--- src/rtl/multicycle_ctrl_pkg.sv ---
// Shared encodings for the multicycle MIPS control path.
package multicycle_ctrl_pkg;

    localparam int unsigned OP_W   = 6;
    localparam int unsigned FN_W   = 6;
    localparam int unsigned ST_W   = 3;
    localparam int unsigned SEL_W  = 2;
    localparam int unsigned ALU_W  = 3;
    localparam int unsigned EOFF_W = 2;

    typedef enum logic [ST_W-1:0] {
        ST_FETCH  = 3'd0,
        ST_DECODE = 3'd1,
        ST_EXE    = 3'd2,
        ST_MEM    = 3'd3,
        ST_WB     = 3'd4
    } state_e;

    localparam logic [OP_W-1:0] OP_RTYPE = 6'b000000;
    localparam logic [OP_W-1:0] OP_ORI   = 6'b001101;
    localparam logic [OP_W-1:0] OP_LUI   = 6'b001111;
    localparam logic [OP_W-1:0] OP_LW    = 6'b100011;
    localparam logic [OP_W-1:0] OP_SW    = 6'b101011;
    localparam logic [OP_W-1:0] OP_BEQ   = 6'b000100;
    localparam logic [OP_W-1:0] OP_J     = 6'b000010;
    localparam logic [OP_W-1:0] OP_JAL   = 6'b000011;

    localparam logic [FN_W-1:0] FN_ADDU  = 6'b100001;
    localparam logic [FN_W-1:0] FN_SUBU  = 6'b100011;
    localparam logic [FN_W-1:0] FN_JR    = 6'b001000;

    localparam logic [ALU_W-1:0] ALU_ADD   = 3'd0;
    localparam logic [ALU_W-1:0] ALU_SUB   = 3'd1;
    localparam logic [ALU_W-1:0] ALU_OR    = 3'd2;
    localparam logic [ALU_W-1:0] ALU_PASSB = 3'd3;

    localparam logic [SEL_W-1:0] NPC_PC4 = 2'd0;
    localparam logic [SEL_W-1:0] NPC_BR  = 2'd1;
    localparam logic [SEL_W-1:0] NPC_JMP = 2'd2;
    localparam logic [SEL_W-1:0] NPC_REG = 2'd3;

    localparam logic [SEL_W-1:0] WSEL_RD = 2'd0;
    localparam logic [SEL_W-1:0] WSEL_RT = 2'd1;
    localparam logic [SEL_W-1:0] WSEL_RA = 2'd2;

    localparam logic [SEL_W-1:0] WDSEL_ALU = 2'd0;
    localparam logic [SEL_W-1:0] WDSEL_DM  = 2'd1;
    localparam logic [SEL_W-1:0] WDSEL_PC  = 2'd2;

    localparam logic [EOFF_W-1:0] EOFFZ = 2'b00;
    localparam logic [EOFF_W-1:0] EOFFU = 2'b01;
    localparam logic [EOFF_W-1:0] EOFFS = 2'b10;

    // One-hot instruction class; nop covers every unsupported encoding.
    typedef struct packed {
        logic addu;
        logic subu;
        logic jr;
        logic ori;
        logic lui;
        logic lw;
        logic sw;
        logic beq;
        logic j;
        logic jal;
        logic nop;
    } iclass_t;

endpackage

--- src/rtl/multicycle_ctrl_decode.sv ---
// Combinational op/funct decode into a one-hot instruction class.
module multicycle_ctrl_decode
    import multicycle_ctrl_pkg::*;
(
    input  logic [OP_W-1:0] op_i,
    input  logic [FN_W-1:0] funct_i,
    output iclass_t         cls_o
);

    logic rtype;

    assign rtype = (op_i == OP_RTYPE);

    // Match each supported encoding; anything unmatched falls to nop.
    always_comb begin
        cls_o      = '0;
        cls_o.addu = rtype && (funct_i == FN_ADDU);
        cls_o.subu = rtype && (funct_i == FN_SUBU);
        cls_o.jr   = rtype && (funct_i == FN_JR);
        cls_o.ori  = (op_i == OP_ORI);
        cls_o.lui  = (op_i == OP_LUI);
        cls_o.lw   = (op_i == OP_LW);
        cls_o.sw   = (op_i == OP_SW);
        cls_o.beq  = (op_i == OP_BEQ);
        cls_o.j    = (op_i == OP_J);
        cls_o.jal  = (op_i == OP_JAL);
        cls_o.nop  = ~|{cls_o.addu, cls_o.subu, cls_o.jr, cls_o.ori, cls_o.lui,
                        cls_o.lw, cls_o.sw, cls_o.beq, cls_o.j, cls_o.jal};
    end

endmodule

--- src/rtl/multicycle_ctrl.sv ---
// Main control FSM of the multicycle MIPS core.
module multicycle_ctrl
    import multicycle_ctrl_pkg::*;
#(
    parameter bit MEM_HS = 1'b1
) (
    input  logic              clk_i,
    input  logic              rst_n_i,
    input  logic [OP_W-1:0]   op_i,
    input  logic [FN_W-1:0]   funct_i,
    input  logic              zero_i,
    input  logic              mem_ready_i,
    output logic [ST_W-1:0]   state_o,
    output logic              pc_we_o,
    output logic [SEL_W-1:0]  npc_sel_o,
    output logic              ir_we_o,
    output logic              rf_we_o,
    output logic [SEL_W-1:0]  rf_wsel_o,
    output logic [SEL_W-1:0]  rf_wdsel_o,
    output logic              dm_we_o,
    output logic [ALU_W-1:0]  alu_op_o,
    output logic              alu_srcb_o,
    output logic [EOFF_W-1:0] eoff_sign_o
);

    state_e  state_q;
    state_e  state_d;
    iclass_t cls;
    logic    ready;

    assign ready   = MEM_HS ? mem_ready_i : 1'b1;
    assign state_o = ST_W'(state_q);

    multicycle_ctrl_decode u_decode (
        .op_i    (op_i),
        .funct_i (funct_i),
        .cls_o   (cls)
    );

    // State register.
    always_ff @(posedge clk_i or negedge rst_n_i) begin
        if (!rst_n_i) begin
            state_q <= ST_FETCH;
        end else begin
            state_q <= state_d;
        end
    end

    // Next-state sequencing; illegal codes recover to FETCH.
    always_comb begin
        state_d = ST_FETCH;
        case (state_q)
            ST_FETCH:  state_d = ready ? ST_DECODE : ST_FETCH;
            ST_DECODE: begin
                if (cls.j || cls.jal || cls.jr || cls.nop) begin
                    state_d = ST_FETCH;
                end else begin
                    state_d = ST_EXE;
                end
            end
            ST_EXE: begin
                if (cls.lw || cls.sw) begin
                    state_d = ST_MEM;
                end else if (cls.addu || cls.subu || cls.ori || cls.lui) begin
                    state_d = ST_WB;
                end else begin
                    state_d = ST_FETCH;
                end
            end
            ST_MEM: begin
                if (!ready) begin
                    state_d = ST_MEM;
                end else if (cls.lw) begin
                    state_d = ST_WB;
                end else begin
                    state_d = ST_FETCH;
                end
            end
            ST_WB:   state_d = ST_FETCH;
            default: state_d = ST_FETCH;
        endcase
    end

    // Datapath strobes and selects; everything is forced to 0 while in reset.
    always_comb begin
        pc_we_o     = 1'b0;
        npc_sel_o   = NPC_PC4;
        ir_we_o     = 1'b0;
        rf_we_o     = 1'b0;
        rf_wsel_o   = WSEL_RD;
        rf_wdsel_o  = WDSEL_ALU;
        dm_we_o     = 1'b0;
        alu_op_o    = ALU_ADD;
        alu_srcb_o  = 1'b0;
        eoff_sign_o = EOFFZ;
        if (rst_n_i) begin
            // ALU and extender configuration holds from DECODE through WB.
            if ((state_q == ST_DECODE) || (state_q == ST_EXE) ||
                (state_q == ST_MEM)    || (state_q == ST_WB)) begin
                if (cls.subu || cls.beq) begin
                    alu_op_o = ALU_SUB;
                end else if (cls.ori) begin
                    alu_op_o = ALU_OR;
                end else if (cls.lui) begin
                    alu_op_o = ALU_PASSB;
                end
                alu_srcb_o = cls.ori || cls.lui || cls.lw || cls.sw;
                if (cls.lui) begin
                    eoff_sign_o = EOFFU;
                end else if (cls.lw || cls.sw || cls.beq) begin
                    eoff_sign_o = EOFFS;
                end
            end
            case (state_q)
                ST_FETCH: begin
                    ir_we_o = ready;
                    pc_we_o = ready;
                end
                ST_DECODE: begin
                    if (cls.j || cls.jal) begin
                        pc_we_o   = 1'b1;
                        npc_sel_o = NPC_JMP;
                    end else if (cls.jr) begin
                        pc_we_o   = 1'b1;
                        npc_sel_o = NPC_REG;
                    end
                    if (cls.jal) begin
                        rf_we_o    = 1'b1;
                        rf_wsel_o  = WSEL_RA;
                        rf_wdsel_o = WDSEL_PC;
                    end
                end
                ST_EXE: begin
                    if (cls.beq) begin
                        pc_we_o   = zero_i;
                        npc_sel_o = NPC_BR;
                    end
                end
                ST_MEM: begin
                    dm_we_o = cls.sw;
                end
                ST_WB: begin
                    rf_we_o = 1'b1;
                    if (cls.ori || cls.lui || cls.lw) begin
                        rf_wsel_o = WSEL_RT;
                    end
                    if (cls.lw) begin
                        rf_wdsel_o = WDSEL_DM;
                    end
                end
                default: ;
            endcase
        end
    end

endmodule

--- config.mk ---
export PLATFORM = sky130hd
export DESIGN_NAME = multicycle_ctrl
export DESIGN_NICKNAME = d
export VERILOG_FILES = /design/src/rtl/multicycle_ctrl_pkg.sv /design/src/rtl/multicycle_ctrl_decode.sv /design/src/rtl/multicycle_ctrl.sv
export SDC_FILE = /design/constraint.sdc
export NUM_CORES = 1
export LEC_CHECK = 0
export ABC_AREA = 1
export BUFFER_PORTS_ARGS = -buffer_cell sky130_fd_sc_hd__buf_2
export CAP_MARGIN = 20
export CORE_MARGIN = 2
export CORE_UTILIZATION = 39
export CTS_CLUSTER_SIZE = 24
export DETAILED_ROUTE_END_ITERATION = 8
export PLACE_DENSITY = 0.74
export SLEW_MARGIN = 15
export SYNTH_ARGS = -nofsm -noshare
export SYNTH_HDL_FRONTEND = slang
export SYNTH_SLANG_ARGS = --single-unit
--- constraint.sdc ---
create_clock -name clk_i -period 1.35 [get_ports clk_i]
set_input_delay 0.135 -clock clk_i [delete_from_list [all_inputs] [get_ports clk_i]]
set_output_delay 0.135 -clock clk_i [all_outputs]
set_load 0.03 [all_outputs]
==> metrics.txt, run 1 <==
# TYPE chip_impl_metric gauge
chip_impl_metric{name="post-route-min-period",unit="ns"} 1.55
chip_impl_info{name="ctsRootBufferMaster",value="sky130_fd_sc_hd__clkbuf_4"} 1
chip_impl_metric{name="dpl_cell_area",unit="um^2"} 749
chip_impl_info{name="slowest_stage_cell_cp",value="sky130_fd_sc_hd__dfrtp_2"} 1
chip_impl_info{name="type_of_the_most_critical_hold_path",value="in -> reg"} 1
chip_impl_metric{name="final-instance-count-excl-fill",unit=""} 148
chip_impl_metric{name="finalWeightedCongestion",unit=""} 0.842
chip_impl_metric{name="ir_worst_vdd",unit="uV"} 219
chip_impl_metric{name="globalRouteTotalUtil",unit=""} 0.210
chip_impl_metric{name="grt_pass1_vias",unit=""} 614
chip_impl_metric{name="finish.instance_area",unit="um^2"} 931
chip_impl_metric{name="detailroute.via_count",unit=""} 730
chip_impl_metric{name="vias_per_cell",unit=""} 4.93
chip_impl_metric{name="postSynthCellCount",unit=""} 92
chip_impl_metric{name="worstPathMaxFanout",unit=""} 5
chip_impl_metric{name="critical_path_arrival",unit="ns"} 1.42
chip_impl_metric{name="cp.required",unit="ns"} 1.22
chip_impl_info{name="synthFlopType",value="sky130_fd_sc_hd__dfrtp_1"} 1
chip_impl_metric{name="final.setup_skew",unit="ns"} 0.00431
chip_impl_metric{name="worst_setup_hold_path_clk_slew",unit="ns"} 0.04
chip_impl_metric{name="mappedNetlistNets",unit=""} 108
chip_impl_metric{name="synthesis.yosys.warnings",unit=""} 0
chip_impl_metric{name="numCtsBuffers",unit=""} 3
chip_impl_info{name="setup.worst_path.start_class",value="register"} 1
chip_impl_metric{name="synth-edff-count",unit=""} 0
chip_impl_info{name="worst-setup-path-type",value="reg -> out"} 1
chip_impl_metric{name="wl_final",unit="mm"} 1.61
chip_impl_metric{name="route.antenna.remaining_nets",unit=""} 0
chip_impl_metric{name="portBuffers",unit=""} 33
chip_impl_metric{name="largest_register_ffs",unit=""} 3
chip_impl_metric{name="cts.sink_count",unit=""} 3
chip_impl_metric{name="count_of_final_max_slew_check_failures",unit=""} 0
chip_impl_metric{name="total_leakage_power",unit="nW"} 0.479
chip_impl_metric{name="fp.dieH",unit="um"} 40.1
chip_impl_metric{name="timing.final.crit_share",unit=""} 1.15
chip_impl_metric{name="drive_above_1_share",unit=""} 0.609
chip_impl_info{name="critical_path.cell_chain",value="inv_1, nor2_1, nand2_1, inv_2, nand3_2, o21ai_2, buf_6"} 1
chip_impl_metric{name="hpwlAfterDp",unit="mm"} 1.24
chip_impl_metric{name="post_synth.cell_area_avg",unit="um^2"} 5.52
chip_impl_metric{name="final_critical_path_setup_slack",unit="ns"} -0.201
chip_impl_metric{name="fp.dieArea",unit="mm^2"} 0.00161
chip_impl_metric{name="synth.cell_area",unit="um^2"} 508
chip_impl_info{name="status",value="complete, but fails checks"} 1
chip_impl_metric{name="chipWidth",unit="um"} 40.1
chip_impl_metric{name="synth-seq-cells",unit=""} 3
chip_impl_metric{name="floorplan.core_area",unit="mm^2"} 0.00125
chip_impl_metric{name="design_power_total",unit="W"} 0.000428
chip_impl_metric{name="asyncSetResetFlopFracSynth",unit=""} 1.00
chip_impl_metric{name="drcViolationCount",unit=""} 0
chip_impl_metric{name="antenna-diode-count",unit=""} 0
chip_impl_info{name="grt_setup_unrepaired",value="yes"} 1
chip_impl_metric{name="largest_net_degree_at_the_start_of_global_routing",unit=""} 7
chip_impl_info{name="ys_top_cells_by_count",value="sky130_fd_sc_hd__nor2_1, sky130_fd_sc_hd__inv_1, sky130_fd_sc_hd__nand2_1"} 1
chip_impl_metric{name="fin_hold_ws",unit="ns"} 0.286
chip_impl_metric{name="start_util",unit=""} 0.406
chip_impl_metric{name="final_net_count",unit=""} 150
chip_impl_metric{name="io_pins",unit=""} 35
chip_impl_metric{name="floorplan.rows",unit=""} 13
chip_impl_info{name="cts_tree",value="done"} 1
chip_impl_metric{name="postLayoutCoreUtil",unit=""} 0.743
chip_impl_metric{name="multiInputGateArea",unit="um^2"} 442
chip_impl_metric{name="max_root_sink_buffers",unit=""} 2
chip_impl_metric{name="report.final.setup_viol",unit=""} 15
chip_impl_info{name="synth_top_area_cell",value="sky130_fd_sc_hd__dfrtp_1"} 1
chip_impl_metric{name="max_cap_check_violation_count",unit=""} 0
chip_impl_metric{name="cp_slowest_stage_delay",unit="ns"} 0.40
chip_impl_metric{name="yosys.cell_types.count",unit=""} 22
chip_impl_info{name="synth_most_common_cell",value="sky130_fd_sc_hd__nor2_1"} 1
chip_impl_info{name="yosys-top-cells-area",value="sky130_fd_sc_hd__dfrtp_1, sky130_fd_sc_hd__nor2_1, sky130_fd_sc_hd__inv_1"} 1
chip_impl_metric{name="ctsHtreeMaxLevel",unit=""} 1
chip_impl_metric{name="route.detailed.wl_per_inst",unit="um"} 10.9
chip_impl_info{name="cp_top_family",value="flip-flops"} 1
chip_impl_metric{name="area_growth",unit="%"} 83.3
chip_impl_metric{name="initial_drc_count",unit=""} 12
chip_impl_metric{name="final_hold_viol_count",unit=""} 0
chip_impl_metric{name="drt_pass1_iterations",unit=""} 4
chip_impl_metric{name="power_density",unit="mW/mm^2"} 459
chip_impl_metric{name="clock_latency",unit="ns"} 0.23
chip_impl_metric{name="regArea",unit="um^2"} 78.8
chip_impl_metric{name="dp.cells",unit=""} 141
chip_impl_metric{name="filler_cell_count",unit=""} 101
chip_impl_info{name="violations_in_the_final_reports",value="setup timing"} 1
chip_impl_metric{name="critical_path.n_buffers_inverters",unit=""} 3
chip_impl_info{name="timing.critical_path.to_type",value="output port"} 1
chip_impl_metric{name="antenna_found_initial",unit=""} 0
chip_impl_metric{name="synth-seq-area-share",unit=""} 0.148
chip_impl_metric{name="yosysTopAreaCellShare",unit=""} 0.148
chip_impl_metric{name="grt_first_pass_wirelength",unit="mm"} 2.35
chip_impl_metric{name="max_freq",unit="MHz"} 645
chip_impl_metric{name="overflow",unit=""} 0
per-stage QoR:
stage,setup TNS (ns),worst slack [ns]
4_1_cts,-1.71,-0.160
2_1_floorplan,-0.136,-0.0668
5_1_grt,-3.02,-0.250
6_report,-2.07,-0.201
3_5_place_dp,-0.303,-0.105
3_3_place_gp,-0.198,-0.0878
worst register-to-register path, stage by stage (launching register included):
cell	delay (ns)
sky130_fd_sc_hd__dfrtp_2	0.43
sky130_fd_sc_hd__buf_4	0.15
sky130_fd_sc_hd__nand3_1	0.11
sky130_fd_sc_hd__inv_1	0.07
sky130_fd_sc_hd__buf_4	0.13
sky130_fd_sc_hd__buf_4	0.13
sky130_fd_sc_hd__a21oi_4	0.14
sky130_fd_sc_hd__nand2_1	0.06
report_power, final:
| part | switching [W] | internal, W |
|---|---|---|
| Clock | 0.0000475 | 0.000111 |
| Sequential | 0.00000582 | 0.0000947 |
| Combinational | 0.000108 | 0.0000604 |
cells in the final DEF (no fill, tap or decap), types with 2 or more instances in the layout:
cell type                  Yosys  layout
sky130_fd_sc_hd__a21oi_2       1       2
sky130_fd_sc_hd__a21oi_4       0       2
sky130_fd_sc_hd__buf_2         0      18
sky130_fd_sc_hd__buf_4         2       9
sky130_fd_sc_hd__buf_6         0      11
sky130_fd_sc_hd__clkbuf_4      0       3
sky130_fd_sc_hd__dfrtp_2       0       3
sky130_fd_sc_hd__inv_1        17      11
sky130_fd_sc_hd__inv_2         2       7
sky130_fd_sc_hd__nand2_1      14      12
sky130_fd_sc_hd__nand2_2       1       3
sky130_fd_sc_hd__nand3_1      11       9
sky130_fd_sc_hd__nand3_2       0       2
sky130_fd_sc_hd__nand4_1       3       3
sky130_fd_sc_hd__nor2_1       20      10
sky130_fd_sc_hd__nor2_2        1       9
sky130_fd_sc_hd__nor2_4        3       5
sky130_fd_sc_hd__o21ai_2       1       3
worst paths after layout:
check | startpoint | end | depth (start not counted) | slack (ns)
worst max-delay path | state_o[0] | rf_we_o | 7 | -0.20
worst min-delay path | mem_ready_i | state_o[2] | 3 | 0.29
worst max register to register | state_o[1] | state_o[0] | 7 | 0.02
worst min register to register | state_o[2] | state_o[0] | 3 | 0.66
max in group asynchronous | rst_n_i | state_o[0] | 2 | 0.83
min in group asynchronous | rst_n_i | state_o[2] | 2 | 0.35
layout make-up:
class	count	share of cell area
multi-input combinational	68	0.474
timing repair buffer	39	0.313
sequential	3	0.0847
inverter	19	0.0793
clock buffer	4	0.0282
tap	15	0.0202
routing by layer:
layer	part of all wire	global-route usage	routed length [um]
met5	0	0	0
met4	0	0.0517	0
met3	0.039	0.0167	62
met2	0.57	0.403	915
met1	0.39	0.243	631
cells by family (layout without fill, tap and decap cells):
group	after synthesis	in the layout	synth area share
buf+inv	21	62	0.170
compound gates	11	11	0.131
simple gates	56	56	0.544
other cells	1	1	0.00738
flops	3	3	0.148
repair_timing:
| action | 4_1_cts | 5_1_grt |
|---|---|---|
| pin swaps | 1 | 4 |
| setup buffers | 1 | 1 |
| cloned | 0 | 0 |
| resized for setup | 40 | 4 |
| hold endpoints to repair | 3 | 0 |
| endpoints found under the setup margin | 15 | 15 |
| hold buffers | 1 | 0 |
No activity file was read; power rests on OpenSTA's default activity.
==> run 2: changes to the inputs <==
Settings changed: CORE_MARGIN 2 to default.
==> metrics.txt, run 2 (same netlist as run 1, synthesis figures left out) <==
# TYPE chip_impl_metric gauge
chip_impl_metric{name="worstPathMaxFanout",unit=""} 4
chip_impl_info{name="cts_tree",value="done"} 1
chip_impl_metric{name="ir_worst_vdd",unit="uV"} 414
chip_impl_metric{name="critical_path_arrival",unit="ns"} 1.38
chip_impl_metric{name="pwr-share-comb",unit=""} 0.413
chip_impl_metric{name="wl_final",unit="mm"} 1.59
chip_impl_metric{name="rrSetupSlack",unit="ns"} 0.09
chip_impl_metric{name="floorplan.rows",unit=""} 12
chip_impl_metric{name="max_cap_check_violation_count",unit=""} 0
chip_impl_info{name="type_of_the_most_critical_hold_path",value="in -> reg"} 1
chip_impl_info{name="ctsRootBufferMaster",value="sky130_fd_sc_hd__clkbuf_4"} 1
chip_impl_metric{name="intPower",unit="W"} 0.000274
chip_impl_info{name="worst-setup-path-type",value="reg -> out"} 1
chip_impl_metric{name="vias_per_cell",unit=""} 4.96
chip_impl_metric{name="power_density",unit="mW/mm^2"} 465
chip_impl_metric{name="power.clock.fraction",unit=""} 0.360
chip_impl_info{name="worst_r2r_startpoint",value="state_o[1]"} 1
chip_impl_metric{name="drcViolationCount",unit=""} 0
chip_impl_metric{name="globalRouteTotalUtil",unit=""} 0.251
chip_impl_metric{name="report.final.setup_viol",unit=""} 15
chip_impl_metric{name="drive_above_1_share",unit=""} 0.612
chip_impl_metric{name="numCtsBuffers",unit=""} 3
chip_impl_metric{name="cts.sink_count",unit=""} 3
chip_impl_metric{name="fp.dieArea",unit="mm^2"} 0.00145
chip_impl_metric{name="fp.dieH",unit="um"} 38.1
chip_impl_metric{name="swShare",unit=""} 0.382
chip_impl_metric{name="filler_cell_count",unit=""} 68
chip_impl_metric{name="final_critical_path_setup_slack",unit="ns"} -0.167
chip_impl_metric{name="max_root_sink_buffers",unit=""} 2
chip_impl_metric{name="post-route-min-period",unit="ns"} 1.52
chip_impl_metric{name="area_growth",unit="%"} 87.9
chip_impl_info{name="r2r_end",value="state_o[1]"} 1
chip_impl_metric{name="start_util",unit=""} 0.439
chip_impl_info{name="most_common_library_cell_in_the_layout_ignoring_fill_and_taps",value="sky130_fd_sc_hd__buf_2"} 1
chip_impl_metric{name="hpwlAfterDp",unit="mm"} 1.12
chip_impl_metric{name="overflow",unit=""} 0
chip_impl_info{name="final_cell_mix",value="sky130_fd_sc_hd__buf_2, sky130_fd_sc_hd__nand2_1, sky130_fd_sc_hd__buf_6"} 1
chip_impl_metric{name="finalWeightedCongestion",unit=""} 0.832
chip_impl_metric{name="final_hold_viol_count",unit=""} 0
chip_impl_metric{name="total_leakage_power",unit="nW"} 0.483
chip_impl_metric{name="timing.final.crit_share",unit=""} 1.12
chip_impl_metric{name="max_freq",unit="MHz"} 659
chip_impl_info{name="timing.critical_path.to_type",value="output port"} 1
chip_impl_metric{name="count_of_final_max_slew_check_failures",unit=""} 0
chip_impl_metric{name="grt_first_pass_wirelength",unit="mm"} 2.55
chip_impl_metric{name="drt_pass1_iterations",unit=""} 4
chip_impl_metric{name="antenna_found_initial",unit=""} 0
chip_impl_metric{name="portBuffers",unit=""} 33
chip_impl_metric{name="initial_drc_count",unit=""} 13
chip_impl_metric{name="switchingPower",unit="W"} 0.000169
chip_impl_info{name="grt_setup_unrepaired",value="yes"} 1
chip_impl_metric{name="floorplan.core_area",unit="mm^2"} 0.00116
chip_impl_metric{name="detailroute.via_count",unit=""} 734
chip_impl_metric{name="worst_setup_hold_path_clk_slew",unit="ns"} 0.04
chip_impl_info{name="startpoint",value="state_o[0]"} 1
chip_impl_metric{name="final_net_count",unit=""} 151
chip_impl_metric{name="chipWidth",unit="um"} 38.1
chip_impl_info{name="worst_setup_path_endpoint",value="pc_we_o"} 1
chip_impl_metric{name="route.antenna.remaining_nets",unit=""} 0
chip_impl_metric{name="final.setup_skew",unit="ns"} 0.00159
chip_impl_metric{name="finish.instance_area",unit="um^2"} 955
chip_impl_metric{name="io_pins",unit=""} 35
chip_impl_metric{name="reg2reg_depth",unit=""} 6
chip_impl_metric{name="ctsHtreeMaxLevel",unit=""} 1
chip_impl_metric{name="largest_net_degree_at_the_start_of_global_routing",unit=""} 7
chip_impl_info{name="setup.worst_path.start_class",value="register"} 1
chip_impl_metric{name="dpl_cell_area",unit="um^2"} 748
chip_impl_info{name="status",value="complete, but fails checks"} 1
chip_impl_metric{name="preCtsSetupSlack",unit="ns"} -0.0959
chip_impl_metric{name="largest_register_ffs",unit=""} 3
chip_impl_metric{name="route.detailed.wl_per_inst",unit="um"} 10.8
chip_impl_metric{name="share_seq_of_total_power",unit=""} 0.227
chip_impl_metric{name="cp.required",unit="ns"} 1.22
chip_impl_metric{name="grt_pass1_vias",unit=""} 655
chip_impl_info{name="violations_in_the_final_reports",value="setup timing"} 1
chip_impl_metric{name="antenna-diode-count",unit=""} 0
chip_impl_metric{name="clock_latency",unit="ns"} 0.23
run 2: per-stage QoR:
stage / instances / total power, W / hold slack, ns / TNS, ns / util
2_1_floorplan: 92 / 0.000190 / -0.161 / -0.136 / -
3_3_place_gp: 140 / 0.000243 / -0.0294 / -0.147 / 0.647
3_5_place_dp: 140 / 0.000245 / -0.0267 / -0.327 / 0.647
4_1_cts: 148 / 0.000438 / 0.264 / -1.58 / 0.826
5_1_grt: 148 / 0.000467 / 0.292 / -2.85 / 0.826
6_report: 148 / 0.000443 / 0.260 / -1.81 / 0.826
run 2: worst min path at each step:
stage | start | to | slack (ns) | cells after the start
2_1_floorplan | rst_n_i | state_o[0] | -0.16 | 0
3_3_place_gp | rst_n_i | state_o[2] | -0.03 | 1
3_5_place_dp | rst_n_i | state_o[2] | -0.03 | 1
4_1_cts | mem_ready_i | state_o[2] | 0.26 | 3
5_1_grt | mem_ready_i | state_o[2] | 0.29 | 3
6_report | mem_ready_i | state_o[2] | 0.26 | 3
run 2: layout make-up:
class | count | area [um^2] | share of cell area
multi-input cells | 68 | 452 | 0.473
repair buffers | 40 | 307 | 0.321
flip-flops and latches | 3 | 78.8 | 0.0826
inverters | 19 | 73.8 | 0.0773
clock buffers | 4 | 26.3 | 0.0275
well taps | 14 | 17.5 | 0.0183
run 2: per-layer routing:
layer,track usage,share of wire,up-vias
met4,0.116,0,0
li1,-,-,377
met2,0.428,0.51,27
met3,0.0814,0.046,0
met1,0.279,0.44,330
met5,0,0,-
run 2: worst max-delay path, stage by stage (launching register included):
cell and delay (ns):
sky130_fd_sc_hd__dfrtp_2 0.41, sky130_fd_sc_hd__inv_2 0.07, sky130_fd_sc_hd__nor2_1 0.10, sky130_fd_sc_hd__nand2_1 0.07, sky130_fd_sc_hd__inv_2 0.11, sky130_fd_sc_hd__nand2_2 0.10
sky130_fd_sc_hd__a21oi_4 0.15, sky130_fd_sc_hd__buf_6 0.14
run 2: repair_timing:
action | 4_1_cts | 5_1_grt
hold buffers | 1 | 0
pin swaps | 7 | 1
resized for setup | 47 | 2
setup endpoints to repair | 15 | 15
hold endpoints to repair | 3 | 0
setup buffers | 3 | 0
run 2: power by group through the flow:
stage               logic [W]  registers (W)  clock network [W]
floorplan           0.0000833       0.000107                  0
global placement     0.000144      0.0000993                  0
detailed placement   0.000145      0.0000995                  0
CTS                  0.000180       0.000100           0.000158
global route         0.000198       0.000101           0.000168
finish               0.000183       0.000101           0.000160
